### config.mk
export PLATFORM = sky130hd
export DESIGN_NAME = hilo_mdu_ctrl
export DESIGN_NICKNAME = d
export VERILOG_FILES = /design/src/rtl/hilo_mdu_ctrl_pkg.sv /design/src/rtl/hilo_mdu_ctrl_acc.sv /design/src/rtl/hilo_mdu_ctrl.sv
export SDC_FILE = /design/constraint.sdc
export NUM_CORES = 1
export LEC_CHECK = 0
export BUFFER_PORTS_ARGS = -buffer_cell sky130_fd_sc_hd__buf_2
export CAP_MARGIN = 20
export CELL_PAD_IN_SITES_DETAIL_PLACEMENT = 0
export CELL_PAD_IN_SITES_GLOBAL_PLACEMENT = 1
export CORE_ASPECT_RATIO = 1.75
export CORE_MARGIN = 3
export CORE_UTILIZATION = 41
export DETAILED_ROUTE_END_ITERATION = 12
export GPL_TIMING_DRIVEN = 0
export MAX_ROUTING_LAYER = met4
export PLACE_DENSITY_LB_ADDON = 0.08
export SLEW_MARGIN = 20
export SYNTH_ARGS = -nofsm -noshare
export SYNTH_HDL_FRONTEND = slang
export SYNTH_SLANG_ARGS = --single-unit
### constraint.sdc
create_clock -name i_clk -period 10.5 [get_ports i_clk]
set_clock_uncertainty 0.05 [all_clocks]
set_input_delay 1.575 -clock i_clk [delete_from_list [all_inputs] [get_ports i_clk]]
set_output_delay 1.575 -clock i_clk [all_outputs]
set_load 0.1 [all_outputs]
### src/rtl/hilo_mdu_ctrl_pkg.sv
// Shared HI/LO opcode enum and decode helpers for the HI/LO multiply/divide controller.
package hilo_mdu_ctrl_pkg;

  typedef enum logic [3:0] {
    OP_NONE  = 4'd0,
    OP_MFHI  = 4'd1,
    OP_MFLO  = 4'd2,
    OP_MTHI  = 4'd3,
    OP_MTLO  = 4'd4,
    OP_MULT  = 4'd5,
    OP_MULTU = 4'd6,
    OP_DIV   = 4'd7,
    OP_DIVU  = 4'd8,
    OP_MADD  = 4'd9,
    OP_MADDU = 4'd10,
    OP_MSUB  = 4'd11,
    OP_MSUBU = 4'd12
  } hilo_op_t;

  typedef enum logic [1:0] {
    ACC_SET = 2'd0,
    ACC_ADD = 2'd1,
    ACC_SUB = 2'd2
  } acc_mode_t;

  function automatic logic is_mul_op(hilo_op_t op);
    return (op == OP_MULT) || (op == OP_MULTU) || (op == OP_MADD) ||
           (op == OP_MADDU) || (op == OP_MSUB) || (op == OP_MSUBU);
  endfunction

  function automatic logic is_div_op(hilo_op_t op);
    return (op == OP_DIV) || (op == OP_DIVU);
  endfunction

  function automatic logic is_signed_op(hilo_op_t op);
    return (op == OP_MULT) || (op == OP_DIV) || (op == OP_MADD) || (op == OP_MSUB);
  endfunction

  function automatic acc_mode_t acc_mode_of(hilo_op_t op);
    case (op)
      OP_MADD, OP_MADDU: return ACC_ADD;
      OP_MSUB, OP_MSUBU: return ACC_SUB;
      default:           return ACC_SET;
    endcase
  endfunction

endpackage

### src/rtl/hilo_mdu_ctrl_acc.sv
// Combinational {HI,LO} update: replace with, add or subtract the product (64-bit wrap).
module hilo_acc
  import hilo_mdu_ctrl_pkg::*;
(
  input  logic [63:0] i_hilo,
  input  logic [63:0] i_prod,
  input  acc_mode_t   i_mode,
  output logic [63:0] o_hilo
);

  always_comb begin
    o_hilo = i_prod;
    case (i_mode)
      ACC_ADD: o_hilo = i_hilo + i_prod;
      ACC_SUB: o_hilo = i_hilo - i_prod;
      default: o_hilo = i_prod;
    endcase
  end

endmodule

### src/rtl/hilo_mdu_ctrl.sv
// HI/LO owner: sequences MF/MT, fixed-latency multiply(-accumulate) and iterative divide from EX.
module hilo_mdu_ctrl
  import hilo_mdu_ctrl_pkg::*;
#(
  parameter int unsigned MUL_LATENCY = 3
) (
  input  logic        i_clk,
  input  logic        i_rst,
  input  logic        i_flush,
  input  logic        i_ex_stall,
  input  logic        i_op_valid,
  input  logic [3:0]  i_op,
  input  logic [31:0] i_reg1,
  input  logic [31:0] i_reg2,
  output logic [31:0] o_mf_data,
  output logic        o_stall_req,
  output logic [31:0] o_mul_a,
  output logic [31:0] o_mul_b,
  output logic        o_mul_signed,
  input  logic [63:0] i_mul_result,
  output logic        o_div_start,
  output logic        o_div_signed,
  output logic        o_div_abort,
  output logic [31:0] o_div_a,
  output logic [31:0] o_div_b,
  input  logic        i_div_done,
  input  logic [31:0] i_div_quot,
  input  logic [31:0] i_div_rem,
  output logic [31:0] o_hi,
  output logic [31:0] o_lo
);

  typedef enum logic [1:0] {S_IDLE, S_MUL, S_DIV, S_DONE} hilo_state_t;

  localparam int unsigned CW = (MUL_LATENCY > 1) ? $clog2(MUL_LATENCY) : 1;
  localparam logic [CW-1:0] CNT_INIT = CW'(MUL_LATENCY - 1);

  hilo_state_t   r_state, w_next;
  logic [CW-1:0] r_cnt;
  acc_mode_t     r_acc_mode;
  logic          r_div_first;
  logic [31:0]   r_mul_a, r_mul_b, r_div_a, r_div_b, r_hi, r_lo;
  logic          r_mul_signed, r_div_signed;

  hilo_op_t      w_op;
  logic [63:0]   w_acc;
  logic [31:0]   w_mf;
  logic          w_stall, w_start, w_abort;
  logic          w_ld_mul, w_ld_div, w_wr_hi, w_wr_lo, w_commit_mul, w_commit_div;

  assign w_op = hilo_op_t'(i_op);

  hilo_acc u_acc (
    .i_hilo (({r_hi, r_lo})),
    .i_prod (i_mul_result),
    .i_mode (r_acc_mode),
    .o_hilo (w_acc)
  );

  always_comb begin
    w_next       = r_state;
    w_mf         = '0;
    w_stall      = 1'b0;
    w_start      = 1'b0;
    w_abort      = 1'b0;
    w_ld_mul     = 1'b0;
    w_ld_div     = 1'b0;
    w_wr_hi      = 1'b0;
    w_wr_lo      = 1'b0;
    w_commit_mul = 1'b0;
    w_commit_div = 1'b0;
    case (r_state)
      S_IDLE: begin
        if (i_op_valid) begin
          if (w_op == OP_MFHI) w_mf = r_hi;
          if (w_op == OP_MFLO) w_mf = r_lo;
          if (!i_flush) begin
            if (w_op == OP_MTHI) w_wr_hi = 1'b1;
            if (w_op == OP_MTLO) w_wr_lo = 1'b1;
            if (is_mul_op(w_op)) begin
              w_stall  = 1'b1;
              w_ld_mul = 1'b1;
              w_next   = S_MUL;
            end
            if (is_div_op(w_op)) begin
              w_stall = 1'b1;
              if (i_reg2 == '0) begin
                w_next = S_DONE;
              end else begin
                w_ld_div = 1'b1;
                w_next   = S_DIV;
              end
            end
          end
        end
      end
      S_MUL: begin
        if (i_flush) begin
          w_next = S_IDLE;
        end else begin
          w_stall = 1'b1;
          if (r_cnt == '0) begin
            w_commit_mul = 1'b1;
            w_next       = S_DONE;
          end
        end
      end
      S_DIV: begin
        // A flush in the start cycle suppresses the start, so start/abort stay exclusive.
        if (i_flush) begin
          w_abort = 1'b1;
          w_next  = S_IDLE;
        end else begin
          w_start = r_div_first;
          w_stall = 1'b1;
          if (i_div_done) begin
            w_commit_div = 1'b1;
            w_next       = S_DONE;
          end
        end
      end
      S_DONE: begin
        if (i_flush || !i_ex_stall) w_next = S_IDLE;
      end
      default: w_next = S_IDLE;
    endcase
  end

  always_ff @(posedge i_clk) begin
    if (i_rst) begin
      r_state      <= S_IDLE;
      r_cnt        <= '0;
      r_acc_mode   <= ACC_SET;
      r_div_first  <= 1'b0;
      r_mul_a      <= '0;
      r_mul_b      <= '0;
      r_mul_signed <= 1'b0;
      r_div_a      <= '0;
      r_div_b      <= '0;
      r_div_signed <= 1'b0;
      r_hi         <= '0;
      r_lo         <= '0;
    end else begin
      r_state     <= w_next;
      r_div_first <= w_ld_div;
      if (w_ld_mul) begin
        r_mul_a      <= i_reg1;
        r_mul_b      <= i_reg2;
        r_mul_signed <= is_signed_op(w_op);
        r_acc_mode   <= acc_mode_of(w_op);
        r_cnt        <= CNT_INIT;
      end else if (r_state == S_MUL && r_cnt != '0) begin
        r_cnt <= r_cnt - 1'b1;
      end
      if (w_ld_div) begin
        r_div_a      <= i_reg1;
        r_div_b      <= i_reg2;
        r_div_signed <= is_signed_op(w_op);
      end
      if (w_wr_hi) r_hi <= i_reg1;
      if (w_wr_lo) r_lo <= i_reg1;
      if (w_commit_mul) {r_hi, r_lo} <= w_acc;
      if (w_commit_div) begin
        r_lo <= i_div_quot;
        r_hi <= i_div_rem;
      end
    end
  end

  assign o_mf_data    = i_rst ? '0 : w_mf;
  assign o_stall_req  = w_stall & ~i_rst;
  assign o_div_start  = w_start & ~i_rst;
  assign o_div_abort  = w_abort & ~i_rst;
  assign o_mul_a      = r_mul_a;
  assign o_mul_b      = r_mul_b;
  assign o_mul_signed = r_mul_signed;
  assign o_div_a      = r_div_a;
  assign o_div_b      = r_div_b;
  assign o_div_signed = r_div_signed;
  assign o_hi         = r_hi;
  assign o_lo         = r_lo;

endmodule

== Word level (Yosys, flattened, before mapping) ==
Cells that the tools add are included.
Word-level totals
  flip-flop bits (word level): 201
  bits of input ports: 202
  output and inout port bits: 229
  word-level logic and storage cells: 125
Cells by class
  add/subtract/negate cells: 3
  equality and inequality tests: 23
  muxes and demuxes: 58
  bitwise gates (word level): 4
  reductions and logical operators: 24
Operators with widths (number)
  2-to-1 mux 32 bit: 11
  case mux 64 bit (2 select lines): 1
  adder 64 bit: 1
  subtractor 64 bit: 1
  logical NOT 32 bit: 1
  2-to-1 mux 1 bit: 32
  2-to-1 mux 2 bit: 11
  == test 4 bit, second input constant: 5
  == test 4 x 3 -> 1 bit, second input constant: 4
  logical OR 1 bit: 10
  != test 3 bit, second input constant: 3
  == test 4 x 2 -> 1 bit, second input constant: 2
  case mux 2 bit (4 select lines): 1
  OR reduction 2 bit: 4
  == test 2 bit, second input constant: 3
  != test 2 bit, second input constant: 3
  AND reduction 6 bit: 1
  nonzero test 3 bit: 2
  == test 2 x 1 -> 1 bit, second input constant: 2
  == test 4 x 1 -> 1 bit, second input constant: 1
  logical NOT 2 bit: 2
  case mux 2 bit (2 select lines): 1
  nonzero test 2 bit: 2
  bitwise AND 1 bit: 3
  5 further kinds: 5

== Longest topological paths before layout ==
  depth after elaboration: 12
  mapped depth: 23
  mapped depth without buffers: 21

== By module ==
A second synthesis with hierarchy kept.
Unflattened totals
  cells, all modules: 2032
  area total of the unflattened synthesis: 15504.9 µm²
By module, submodules not included
  hilo_mdu_ctrl: times used 1, cells an instance 1095, area an instance 9666.8 µm², sequential area each 4023.9 µm²
  hilo_acc: times used 1, cells an instance 937, area an instance 5838.1 µm², sequential area each 0.0 µm²

== Worst setup path before layout ==
OpenSTA, ideal clock, no wires.
  kind: input to output
  from: input port i_rst
  to: output port o_div_start
  arrival: 4.886 ns
  path slack: 3.989 ns
  cell stages on the path: 3
  cells stage by stage: clkbuf_1 buf_1 nor4bb_1
Between the ends
  cells in the longest elaborated chain, start to end: 2
RTL lines
  start, declared: line hilo_mdu_ctrl.sv:8  | input logic i_rst,
  NOT 1 bit: line hilo_mdu_ctrl.sv:172  | assign o_div_start = w_start & ~i_rst;
  bitwise AND 1 bit: line hilo_mdu_ctrl.sv:172
  end, declared: line hilo_mdu_ctrl.sv:21  | output logic o_div_start,
Every way passes these cells.

== Worst setup path in the final report ==
  from: input port i_mul_result[0]
  to: register r_hi[31] (netlist: o_hi[31])
Between the ends
  cells in the longest elaborated chain, start to end: 4
  elaborated cells on any way between the ends: 5
  classes of those cells: add/sub (2); mux (3)
RTL lines
  start, declared: line hilo_mdu_ctrl.sv:20  | input logic [63:0] i_mul_result,
  subtractor 64 bit or adder 64 bit (tied branches): line hilo_mdu_ctrl_acc.sv:15, hilo_mdu_ctrl_acc.sv:14
  case mux 64 bit (2 select lines) *: line hilo_mdu_ctrl_acc.sv:13  | case (i_mode)
  2-to-1 mux 32 bit *: line hilo_mdu_ctrl.sv:162  | if (w_commit_mul) {r_hi, r_lo} <= w_acc;
  2-to-1 mux 32 bit *: line hilo_mdu_ctrl.sv:163  | if (w_commit_div) begin
  end signal, assigned: line hilo_mdu_ctrl.sv:160  | if (w_wr_hi) r_hi <= i_reg1;
  end signal, assigned: line hilo_mdu_ctrl.sv:162
  end signal, assigned: line hilo_mdu_ctrl.sv:165  | r_hi <= i_div_rem;
  end, declared: line hilo_mdu_ctrl.sv:42  | logic [31:0] r_mul_a, r_mul_b, r_div_a, r_div_b, r_hi, r_lo;
Every way passes the cells marked *; elsewhere a longest branch is shown, timed or not.
A chain may end at the register's enable or synchronous reset.

==> metrics.md <==
| Metric | Value |
|---|---|
| Synth async-reset ratio | `0` |
| Least-Margin Pin Slew | `1.321 ns` |
| Detailed Route WL | `87630 um` |
| Status | `completed` |
| CP delay by family, top | `compound AO/OA/AOI/OAI gates` |
| Avg Synthesized Cell Area | `7.444 um^2` |
| Max clock buf depth | `3` |
| GPL Wtd Cong | `1.063` |
| Met3 global-route usage | `0.09671` |
| Final Max Slew Viols | `0` |
| Top Ports | `approximately 430` |
| Clock-pin transition on the worst setup and hold timing paths | `0.06 ns` |
| Max-cap check violation count | `0` |
| Skew-Pair Late Insertion Delay | `0.54 ns` |
| Seq/Total Area, Yosys | `0.2740` |
| DP Wirelength | `70550 um` |
| Worst hold path class | `reg2reg` |
| Register bit count reported by yosys | `approximately 200` |
| Post-CTS Setup Bufs | `0` |
| Core area | `0.03530 mm^2` |
| RSZ-0062 raised after global routing | `no` |
| Routed vias | `18.24k` |
| Commonest cells after routing, fill and taps aside | `buf_2, nor2_1, nand2_1` |
| Post-CTS Hold Fix Bufs | `0` |
| DP Area | `0.01745 mm^2` |
| Combinational share of power | `0.547` |
| CTS HTree Levels | `1` |
| Share of cells above drive strength 1 | `0.2106` |
| CTS tree | `built` |
| Nature of the critical path startpoint | `primary input` |
| DRC | `0` |
| Setup TNS | `0 ns` |
| Worst relative slew slack | `0.1195` |
| CP max stage delay | `0.78 ns` |
| Reg2Reg Setup Slack | `4.35 ns` |
| Drt pass-1 iters | `6` |
| Final min period | `8.119 ns` |
| Total track usage | `0.4520` |
| Via-to-Cell Ratio | `6.267` |
| Net Sw Frac | `0.5409` |
| Main synth FF type | `dfxtp_1` |
| Pwr dens | `221.4 mW/mm^2` |
| Max Freq | `approximately 120 MHz` |
| Crit Path Category | `in2reg` |
| Largest net degree at the start of global routing | `17` |
| First-pass GRT wire length | `123100 um` |
| EDFF count, synth | `0` |
| Remaining antenna violation count after routing | `0` |
| Met1 usage | `0.4232` |
| Synth Net Count | `2247` |
| WL/cell | `30.11 um` |
| Area grow syn2layout | `24.07%` |
| Distinct cells, synth | `94` |
| Critical Path AT | `8.49 ns` |
| Die Y | `256.4 um` |
| Site Rows | `91` |
| Clock Power Share | `0.207` |
| Worst EP required | `10.88 ns` |
| NetSw | `~2200 uW` |
| Slowest CP cell | `nor4_1` |
| Initial core utilization | `0.4161` |
| Critical Path End Type | `flip-flop` |
| Crit-path cells | `buf_2, inv_1, ha_1, nand2b_1, nor4_1, and3_1, and3_1, buf_2, and2_2, clkbuf_1, a31oi_1, xnor2_1, ha_1, clkbuf_1, a21oi_1, o21ai_0, a221o_1, a21oi_1, o211ai_1, a21oi_2, nor2_1, a211o_1` |
| Cell Area, Synth | `about 0.015 mm^2` |
| Seq pwr share | `0.246` |
| Crit-path max FO | `8` |
| Num CTS Buffers | `22` |
| Cells after synthesis | `1973` |
| Most common cell after layout, fill and taps aside | `buf_2` |
| PortBufs | `between 400 and 500` |
| Worst IR Drop VDD | `roughly 0.17 mV` |
| CTS Sinks | `201` |
| Final hold violation count | `0` |
| Drt initial violations | `1573` |
| Lkg Pwr | `0.008380 uW` |
| GRT overflow | `0` |
| Worst path buffer plus inverter count | `5` |
| Synth warn | `0` |
| Setup-failing EPs final | `0` |
| Vias in the first global route | `18.48k` |
| Number of antenna violations at the first check in global routing | `4` |
| Die Wd | `149.1 um` |
| Period utilization | `0.7733` |
| Busiest metal layer after global routing | `met2` |
| Clk root buf | `clkbuf_16` |
| Cts repair resizes | `0` |
| Internal power | `1852 uW` |
| Met2 Use GR | `0.7480` |
| Nets@finish | `2701` |
| Die area | `0.03822 mm^2` |
| Final Cell Area | `0.01822 mm^2` |
-- worst register-to-register path: stages, from the launching register on --
cell      delay (ns)
dfxtp_1         0.31
inv_1           0.05
ha_1            0.12
buf_2           0.36
buf_1           1.02
a31oi_1         0.12
xnor2_1         0.19
ha_1            0.26
clkbuf_1        0.31
a21oi_1         0.50
o21ai_0         0.31
a221o_1         0.36
a21oi_1         0.77
o211ai_1        0.25
a21oi_2         0.62
nor2_1          0.14
a211o_1         0.29
-- metal layers --
metal	vias to the layer above	part of all wire
li1	8033	-
met1	8528	0.31
met2	1186	0.48
met3	490	0.086
met4	0	0.12
met5	-	0
-- cells by family (layout without fill, tap and decap cells) --
| kind of cell | Yosys count | in the layout | share of synthesized area |
|---|---|---|---|
| AND/OR/NAND/NOR | 713 | 713 | 0.2188 |
| AO/OA/AOI/OAI | 610 | 610 | 0.2738 |
| flip-flops | 201 | 201 | 0.2740 |
| buffers and inverters | 182 | 650 | 0.04745 |
| XOR/XNOR | 118 | 118 | 0.07165 |
| multiplexers | 77 | 77 | 0.05248 |
| adder cells (fa/ha/maj) | 72 | 72 | 0.06185 |
| other | 0 | 4 | 0 |
-- power groups by stage --
stage	logic, uW	clock network, uW	registers (uW)
2_1_floorplan	974	0	1490
3_3_place_gp	2140	0	995
3_5_place_dp	2140	0	997
4_1_cts	2150	834	980
5_1_grt	2300	858	990
6_report	2210	834	992
-- flip-flops by register name (all words and copies together), names as in the netlist, 2 cells and up --
name / cells
o_mul_a: 32
o_lo: 32
r_cnt: 2
o_mul_b: 32
o_hi: 32
o_div_b: 32
r_state: 2
r_acc_mode: 2
o_div_a: 32
-- stage by stage --
stage	hold WS, ns	std cells	setup WS [ns]	total power (uW)	util
6_report	0.4031	2910	2.381	4034	0.5162
5_1_grt	0.4227	2909	2.344	4150	0.5162
4_1_cts	0.4024	2906	2.482	3962	0.5158
3_5_place_dp	0.3935	2868	1.946	3137	0.4944
3_3_place_gp	0.3893	2865	1.969	3130	0.4931
2_1_floorplan	0.4070	1973	3.989	2461	-
-- area by class of cell --
type	instances	area (um^2)
antenna	4	10.01
buffer	145	559.3
clock buffer	27	630.6
clock inverter	11	125.1
fill	3679	17080
inverter	37	138.9
multi-input combinational	1590	9995
sequential	201	4024
tap	465	581.8
timing repair buffer	430	2157
-- worst paths after layout --
path	cells after the start	start	to
hold reg to reg	2	o_mul_a[14]$_SDFFE_PP0P_	o_mul_a[14]$_SDFFE_PP0P_
hold / removal	2	o_mul_a[14]$_SDFFE_PP0P_	o_mul_a[14]$_SDFFE_PP0P_
setup / recovery	22	i_mul_result[0]	o_hi[31]$_SDFFE_PP0P_
setup reg to reg	16	r_acc_mode[0]$_SDFFE_PP0P_	o_hi[31]$_SDFFE_PP0P_
-- Yosys cell counts, types with 5 or more instances --
cell | n | area, um^2
a211o_1 | 8 | 70.07
a211oi_1 | 31 | 232.7
a21o_1 | 38 | 285.3
a21oi_1 | 228 | 1141
a221o_1 | 13 | 130.1
a221oi_1 | 5 | 43.79
a22oi_1 | 41 | 307.8
a311oi_1 | 12 | 105.1
a31oi_1 | 23 | 143.9
and2_1 | 8 | 50.05
and3_1 | 10 | 62.56
buf_1 | 22 | 82.58
buf_2 | 5 | 25.02
clkbuf_1 | 117 | 439.2
dfxtp_1 | 201 | 4024
ha_1 | 71 | 888.4
inv_1 | 37 | 138.9
mux2i_1 | 77 | 770.7
nand2_1 | 243 | 912.1
nand2b_1 | 10 | 62.56
nand3_1 | 13 | 65.06
nand4_1 | 24 | 150.1
nor2_1 | 265 | 994.7
nor3_1 | 60 | 300.3
nor4_1 | 22 | 137.6
o211a_1 | 9 | 90.09
o211ai_1 | 46 | 345.3
o21a_1 | 6 | 45.04
o21ai_0 | 59 | 295.3
o21ai_1 | 12 | 60.06
o21bai_1 | 13 | 97.59
o22ai_1 | 8 | 50.05
o32ai_1 | 6 | 52.55
or2_2 | 7 | 43.79
or3_1 | 10 | 62.56
or4_1 | 6 | 45.04
xnor2_1 | 92 | 805.8
xor2_1 | 25 | 219.0
Note: power is estimated with default switching activity, not from simulation.
